**src/rtl/ascon_pack.sv**
```systemverilog
// Shared types and constants for the Ascon permutation output stage.
package ascon_pack;

  // Five 64-bit state words, S0 in the most significant position.
  typedef struct packed {
    logic [63:0] s0;
    logic [63:0] s1;
    logic [63:0] s2;
    logic [63:0] s3;
    logic [63:0] s4;
  } type_state;

  // Operation selected by mode_i when a run is accepted.
  typedef enum logic [1:0] {
    MODE_INIT  = 2'b00,
    MODE_AD    = 2'b01,
    MODE_PT    = 2'b10,
    MODE_FINAL = 2'b11
  } mode_e;

  typedef enum logic {
    FSM_IDLE = 1'b0,
    FSM_RUN  = 1'b1
  } fsm_e;

  localparam logic [3:0] LAST_ROUND = 4'd11;

  // Every run ends on round 11, so a shorter run starts later in the schedule.
  function automatic logic [3:0] round_start(input int rounds);
    return 4'(12 - rounds);
  endfunction

  localparam logic [3:0] ROUND_START_A = round_start(12);
  localparam logic [3:0] ROUND_START_B = round_start(6);

endpackage

```
**src/rtl/ascon_state_capture_round_counter.sv**
```systemverilog
// Loadable round index counter; returns to zero after the last round.
module round_counter
  import ascon_pack::*;
(
  input  logic       clk,
  input  logic       rst,
  input  logic       load,
  input  logic [3:0] load_value,
  input  logic       enable,
  output logic [3:0] count,
  output logic       last
);

  // Round index: load on accept, advance once per running cycle.
  always_ff @(posedge clk) begin
    // NOTE: registers use non-blocking assignments so every flop samples pre-edge values.
    if (rst) begin
      count <= 4'd0;
    end else if (load) begin
      count <= load_value;
    end else if (enable) begin
      count <= last ? 4'd0 : count + 4'd1;
    end
  end

  assign last = (count == LAST_ROUND);

endmodule

```
**src/rtl/ascon_state_capture.sv**
```systemverilog
// Ascon permutation output stage: state register, round sequencing,
// key XOR at phase end, and ciphertext/tag handshakes.
module ascon_state_capture
  import ascon_pack::*;
#(
  parameter int ROUNDS_A = 12,
  parameter int ROUNDS_B = 6
) (
  input  logic           clock_i,
  input  logic           reset_i,
  input  logic           start_i,
  input  logic [1:0]     mode_i,
  input  logic [127:0]   key_i,
  input  logic [63:0]    x0_in_i,
  input  type_state      state_pc_i,
  output type_state      state_o,
  output logic           input_select_o,
  output logic [3:0]     round_o,
  output logic           ready_o,
  output logic           done_o,
  output logic [63:0]    cipher_o,
  output logic           cipher_valid_o,
  input  logic           cipher_ready_i,
  output logic [127:0]   tag_o,
  output logic           tag_valid_o,
  input  logic           tag_ready_i
);

  localparam logic [3:0] START_A = round_start(ROUNDS_A);
  localparam logic [3:0] START_B = round_start(ROUNDS_B);

  fsm_e       fsm_q;
  fsm_e       fsm_d;
  mode_e      mode_q;
  mode_e      mode_in;
  logic       accept;
  logic       run;
  logic       counter_last;
  logic       last_round;
  logic [3:0] start_round;

  assign mode_in     = mode_e'(mode_i);
  assign run         = (fsm_q == FSM_RUN);
  assign ready_o     = (fsm_q == FSM_IDLE) & ~cipher_valid_o & ~tag_valid_o;
  assign accept      = start_i & ready_o;
  assign last_round  = run & counter_last;
  assign start_round = (mode_in == MODE_AD || mode_in == MODE_PT) ? START_B : START_A;

  round_counter u_round_counter (
    .clk        (clock_i),
    .rst        (reset_i),
    .load       (accept),
    .load_value (start_round),
    .enable     (run),
    .count      (round_o),
    .last       (counter_last)
  );

  // FSM state register.
  always_ff @(posedge clock_i) begin
    if (reset_i) begin
      fsm_q <= FSM_IDLE;
    end else begin
      fsm_q <= fsm_d;
    end
  end

  // Next-state: IDLE -> RUN on accept, RUN -> IDLE after the last round.
  always_comb begin
    // NOTE: default first so no path leaves fsm_d unassigned and infers a latch.
    fsm_d = fsm_q;
    case (fsm_q)
      FSM_IDLE: if (accept)     fsm_d = FSM_RUN;
      FSM_RUN:  if (last_round) fsm_d = FSM_IDLE;
      default:  fsm_d = FSM_IDLE;
    endcase
  end

  // Datapath: capture permutation output, key XOR, output handshakes.
  always_ff @(posedge clock_i) begin
    if (reset_i) begin
      mode_q         <= MODE_INIT;
      state_o        <= '0;
      input_select_o <= 1'b0;
      done_o         <= 1'b0;
      cipher_o       <= '0;
      cipher_valid_o <= 1'b0;
      tag_o          <= '0;
      tag_valid_o    <= 1'b0;
    end else begin
      done_o <= 1'b0;

      if (cipher_valid_o && cipher_ready_i) cipher_valid_o <= 1'b0;
      if (tag_valid_o && tag_ready_i)       tag_valid_o    <= 1'b0;

      if (accept) begin
        mode_q         <= mode_in;
        input_select_o <= 1'b1;
        // The post-input-XOR S0 is the ciphertext word in plaintext mode.
        if (mode_in == MODE_PT) begin
          cipher_o       <= x0_in_i;
          cipher_valid_o <= 1'b1;
        end
      end

      if (run) begin
        input_select_o <= 1'b0;
        state_o        <= state_pc_i;
        if (last_round) begin
          done_o <= 1'b1;
          case (mode_q)
            MODE_INIT: begin
              state_o.s3 <= state_pc_i.s3 ^ key_i[127:64];
              state_o.s4 <= state_pc_i.s4 ^ key_i[63:0];
            end
            MODE_FINAL: begin
              tag_o       <= {state_pc_i.s3, state_pc_i.s4} ^ key_i;
              tag_valid_o <= 1'b1;
            end
            default: ;
          endcase
        end
      end
    end
  end

endmodule

```
**config.mk**
```make
export PLATFORM = sky130hd
export DESIGN_NAME = ascon_state_capture
export DESIGN_NICKNAME = d
export VERILOG_FILES = /design/src/rtl/ascon_pack.sv /design/src/rtl/ascon_state_capture_round_counter.sv /design/src/rtl/ascon_state_capture.sv
export SDC_FILE = /design/constraint.sdc
export NUM_CORES = 1
export LEC_CHECK = 0
export ABC_CLOCK_PERIOD_IN_PS = 2100
export CORE_AREA = 2 2 402 404
export DETAILED_ROUTE_END_ITERATION = 8
export DIE_AREA = 0 0 404 406
export PLACE_DENSITY = 0.37
export SKIP_LAST_GASP = 1
export SYNTH_ARGS = -nofsm -noshare
export SYNTH_HDL_FRONTEND = slang
export SYNTH_HIERARCHICAL = 1
export SYNTH_SLANG_ARGS = --single-unit
```
**constraint.sdc**
```tcl
create_clock -name clock_i -period 2.1 [get_ports clock_i]
set_clock_uncertainty 0.15 [all_clocks]
set_input_delay 0.42 -clock clock_i [delete_from_list [all_inputs] [get_ports clock_i]]
set_output_delay 0.42 -clock clock_i [all_outputs]
set_load 0.1 [all_outputs]
```
---- Word level (Yosys, flattened, before mapping) ----
Cells that the tools add are included.
operators by class
  $add $sub $neg .......................... 1
  equality and inequality tests ........... 4
  multiplexer cells ....................... 17
  bitwise operators ....................... 10
  reduce and logical (&&, ||, !) cells .... 9
operator list
  cell                   number
  $mux W128              2
  $xor A128 B128 Y128    1
  $xor A64 B64 Y64       2
  $mux W4                3
  $mux W1                10
  $add A4 B1 Y4 const B  1
  $and A1 B1 Y1          4
  $eq A2 B2 Y1 const B   2
  $eq A4 B4 Y1 const B   1
  $reduce_or A2 Y1       2
  $mux W3                1
  $not A1 Y1             3
  $reduce_and A3 Y1      1
  $eq A2 B1 Y1 const B   1
  $logic_and A1 B1 Y1    2
  $logic_not A2 Y1       1
  $pmux W1 S2            1
  $reduce_and A2 Y1      1
  $reduce_bool A2 Y1     1
  $logic_or A1 B1 Y1     1
word-level totals
  flip-flop bits (word level) ............. 523
  output and inout port bits .............. 521
  logic and storage cells ................. 55

---- Longest topological paths before layout ----
  depth after elaboration ................. 6
  depth in mapped cells ................... 9
  gate-level depth less buffers ........... 6

---- Hierarchy ----
The synthesis kept the hierarchy.
by module, submodules not included
  module               instances  cells an instance  area each (um^2)  seq. area each (um^2)
  ascon_state_capture  1          2,338              21,351.7          10,390.0
  round_counter        1          28                 247.7             80.1

---- Least setup slack after synthesis ----
OpenSTA, ideal clock, no wires.
  path kind ............................... reg-to-output
  start point ............................. reg fsm_q
  end point ............................... out ready_o
  data arrival time ....................... 3.119 ns
  setup slack ............................. -1.589 ns
  cell stages (with the launch flop) ...... 6
  cell sequence ........................... dfxtp_1 -> buf_4 -> buf_2 -> buf_2 -> clkbuf_1 -> nor3_1
between the ends
  longest elaborated chain between the ends .. 3
ends and longest elaborated chain
  what                         RTL line                   RTL
  start, declared              ascon_state_capture.sv:32  fsm_e fsm_q;
  start signal, assigned       ascon_state_capture.sv:64  fsm_q <= fsm_d;
  $not A1 Y1                   --
  $and A1 B1 Y1 (2 in series)  ascon_state_capture.sv:44  assign ready_o = (fsm_q == FSM_IDLE) & ~cipher_valid_o & ~tag_valid_o;
  end, declared                ascon_state_capture.sv:19  output logic ready_o,
No other way between the ends.

---- Worst setup path in the final report ----
  start point ............................. reg u_round_counter.count[1]
  end point ............................... reg state_o[77] in the netlist's numbering
between the ends
  longest elaborated chain between the ends .. 3
ends and longest elaborated chain
  what                    RTL line                                 RTL
  start, declared         ascon_state_capture_round_counter.sv:10  output logic [3:0] count,
  start signal, assigned  ascon_state_capture_round_counter.sv:20  count <= load_value;
  start signal, assigned  ascon_state_capture_round_counter.sv:22  count <= last ? 4'd0 : count + 4'd1;
  $eq A4 B4 Y1            ascon_state_capture_round_counter.sv:26  assign last = (count == LAST_ROUND);
  named net counter_last  ascon_state_capture.sv:38                logic counter_last;
  $and A1 B1 Y1           ascon_state_capture.sv:46                assign last_round = run & counter_last;
  $mux W128               ascon_state_capture.sv:109               if (last_round) begin
  end signal, assigned    ascon_state_capture.sv:108               state_o <= state_pc_i;
  end, declared           ascon_state_capture.sv:16                output type_state state_o,
The timed path passes the listed nets, and every way through them passes these cells.
A chain may end at the register's enable or synchronous reset.

==> flow_summary.json <==
{
  "hold_violations": 0,
  "cts_tree": "built",
  "period_share_pct": 100,
  "p_leak_uw": 0.0146,
  "synth_top_flop_cell": "dfxtp_1",
  "rsz0062_at_grt": "yes",
  "gp_congestion": 0.771,
  "path_clk_slew_ns": 0.06,
  "drv_slew": 0,
  "crit_path_end_kind": "flip-flop",
  "wirelength_mm": 112,
  "ys_types": 35,
  "ir_drop_mv": 0.508,
  "setup_viol": 0,
  "rows": 147,
  "power.internal_uw": 20700,
  "r2r-start": "u_round_counter/count[1]",
  "root_buffer": "clkbuf_16",
  "die-area_mm2": 0.164,
  "core_area_mm2": 0.160,
  "dp_hpwl_mm": 87.2,
  "hold_class": "in2reg",
  "relSlewSlack_pct": 60.9,
  "r2r_slack_ns": 0.0003,
  "reg2reg_to": "state_o[77]",
  "syn_avg_cell_area_um2": 9.13,
  "drc_errors": 0,
  "cts.sinks": 523,
  "fp.dieW_um": 404,
  "final_cell_mix": "clkdlybuf4s50_1, dfxtp_1, nor2_1",
  "grt_max_degree": 69,
  "avgViaCountPerCell": 3.76,
  "dr.pass1.iters": 5,
  "final_common_cell": "clkdlybuf4s50_1",
  "worst_pin_slew_ns": 0.583,
  "dieHeight_um": 406,
  "arrival_ns": 2.51,
  "ios": 1040,
  "grt_pass1_wl_mm": 152,
  "postSynth.asyncResetShare_pct": 0,
  "p_switching_uw": 11200,
  "path_max_fanout": 33,
  "drtIter0Drc": 890,
  "syn_to_final_growth_pct": 78.9,
  "nFillCells": 17300,
  "startpoint": "u_round_counter/count[1]",
  "wl_per_cell_um": 20.1,
  "layout.nets": 3931,
  "p_seq_share_pct": 33.9,
  "ys_ff_latch": 523,
  "p_per_area_mw_per_mm2": 826,
  "min_period_ns": 2.10,
  "cts_buffers": 72,
  "antenna_found_initial": 30,
  "grt_overflow": 0,
  "grt_pass1_vias": 20400,
  "synth_edf_count": 0,
  "start_util_pct": 13.5,
  "synth_area_mm2": 0.0216,
  "seq_area_frac_synth_pct": 48.5,
  "clkPwrFrac_pct": 39.7,
  "cp-endpoint": "state_o[77]",
  "switching_share_pct": 35.1,
  "status": "finished, final reports clean",
  "whs_ns": 0.168,
  "gr-usage-all-layers_pct": 12.9,
  "drive_above_1_share_pct": 23.2,
  "clockBufferDepth": 3,
  "ant_nets": 0,
  "cp.required_ns": 2.51,
  "syn_inst": 2366,
  "path_class": "reg2reg",
  "fmax_ghz": 0.476,
  "fin_ws_ns": 0.000271,
  "total_power_uw": 31900,
  "timing.setup.tns_ns": 0,
  "p_comb_share_pct": 26.4,
  "htree_levels": 3,
  "startpoint_type": "flip-flop",
  "post-place-ws_ns": -0.0188,
  "max_cap_viol_count": 0,
  "ys_warn_count": 6,
  "ff2ff_path_depth": 8,
  "vias": 20900,
  "worstSkewPairLatency_ns": 0.68,
  "io_buffers": 1039
}
sequential cells by signal, summed over array words and instances (netlist names):
register / flops
u_round_counter/count: 4
tag_valid_o: 1
fsm_q: 1
tag_o: 128
done_o: 1
cipher_valid_o: 1
state_o: 320
mode_q: 2
input_select_o: 1
cipher_o: 64
final cells by class:
cell class | count | area (µm²) | share of cell area (%)
Tap cell | 2086 | 2610 | 6.75
Inverter | 135 | 507 | 1.31
Clock buffer | 107 | 2110 | 5.47
Timing Repair Buffer | 1163 | 12500 | 32.4
Antenna cell | 15 | 37.5 | 0.0971
Sequential cell | 523 | 10500 | 27.2
Multi-Input combinational cell | 1515 | 10100 | 26.1
Clock inverter | 18 | 299 | 0.774
synth_stat cells (all sizes together), types with 2 or more instances:
master / count / share of area (%)
o21ai: 192 / 4.4
nand4b: 64 / 2.6
ha: 2 / 0.12
mux2i: 195 / 9.0
nand3: 2 / 0.046
nand2b: 64 / 1.9
buf: 62 / 1.4
dfxtp: 523 / 48
nand3b: 2 / 0.069
nor2: 458 / 8.0
inv: 135 / 2.3
nor2b: 2 / 0.058
xnor2: 128 / 5.2
clkbuf: 132 / 2.3
a211oi: 128 / 4.4
a311oi: 129 / 5.2
nor3: 3 / 0.069
a21oi: 5 / 0.12
or3: 128 / 3.7
worst max-delay path: stages (launching register included):
cell and delay [ns]:
dfxtp_4 0.35, ha_4 0.13, nand3b_1 0.12, inv_2 0.11, nand4bb_4 0.15, buf_12 0.19, buf_12 0.18, or3_1 0.30
a311oi_1 0.28
logic make-up after synthesis:
kind of cell | count (synthesis) | synth area share [%]
AO/OA/AOI/OAI | 457 | 14.4
adder cells (fa/ha/maj) | 2 | 0.116
AND/OR/NAND/NOR | 729 | 16.7
flip-flops | 523 | 48.5
XOR/XNOR | 129 | 5.23
multiplexers | 196 | 9.09
other | 1 | 0.0174
buffers and inverters | 329 | 6.03
worst min path at each step:
stage / start / endpoint / slack [ns] / cells after the start
3_3_place_gp: cipher_o[57] / cipher_o[57] / 0.30 / 2
5_1_grt: x0_in_i[20] / cipher_o[20] / 0.13 / 3
3_5_place_dp: cipher_o[56] / cipher_o[56] / 0.30 / 2
4_1_cts: x0_in_i[3] / cipher_o[3] / 0.08 / 3
2_1_floorplan: mode_q[0] / mode_q[0] / 0.32 / 2
6_report: x0_in_i[3] / cipher_o[3] / 0.17 / 3
timing repair:
item | 4_1_cts | 5_1_grt
pin swaps | 2 | 4
setup buffers | 2 | 7
cloned | 2 | 6
hold endpoints to repair | 14 | 0
hold buffers | 1 | 0
gates resized for setup | 8 | 45
endpoints found under the setup margin | 11 | 184
metal layers:
layer | up-vias | track usage, % | wire, µm
met5 | - | 0 | 99
met4 | 16 | 4.98 | 3270
met3 | 151 | 4.98 | 9440
met2 | 680 | 22.3 | 55700
met1 | 9730 | 14.1 | 43500
li1 | 10300 | - | -
power groups by stage:
stage / Sequential (µW) / Combinational (µW) / Clock, µW
global placement: 11000 / 8390 / 0
global route: 10900 / 8800 / 13600
floorplan: 14600 / 1610 / 0
CTS: 10800 / 8460 / 13200
finish: 10800 / 8410 / 12700
detailed placement: 11100 / 8390 / 0
per-stage QoR:
stage	cells	util [%]	area [µm²]
6_report	5562	24.2	38600
5_1_grt	5561	24.2	38600
4_1_cts	5534	23.9	38100
3_5_place_dp	5404	22.3	35600
3_3_place_gp	5404	22.3	35600
2_1_floorplan	2367	-	21700
(Power assumes the default switching activity.)
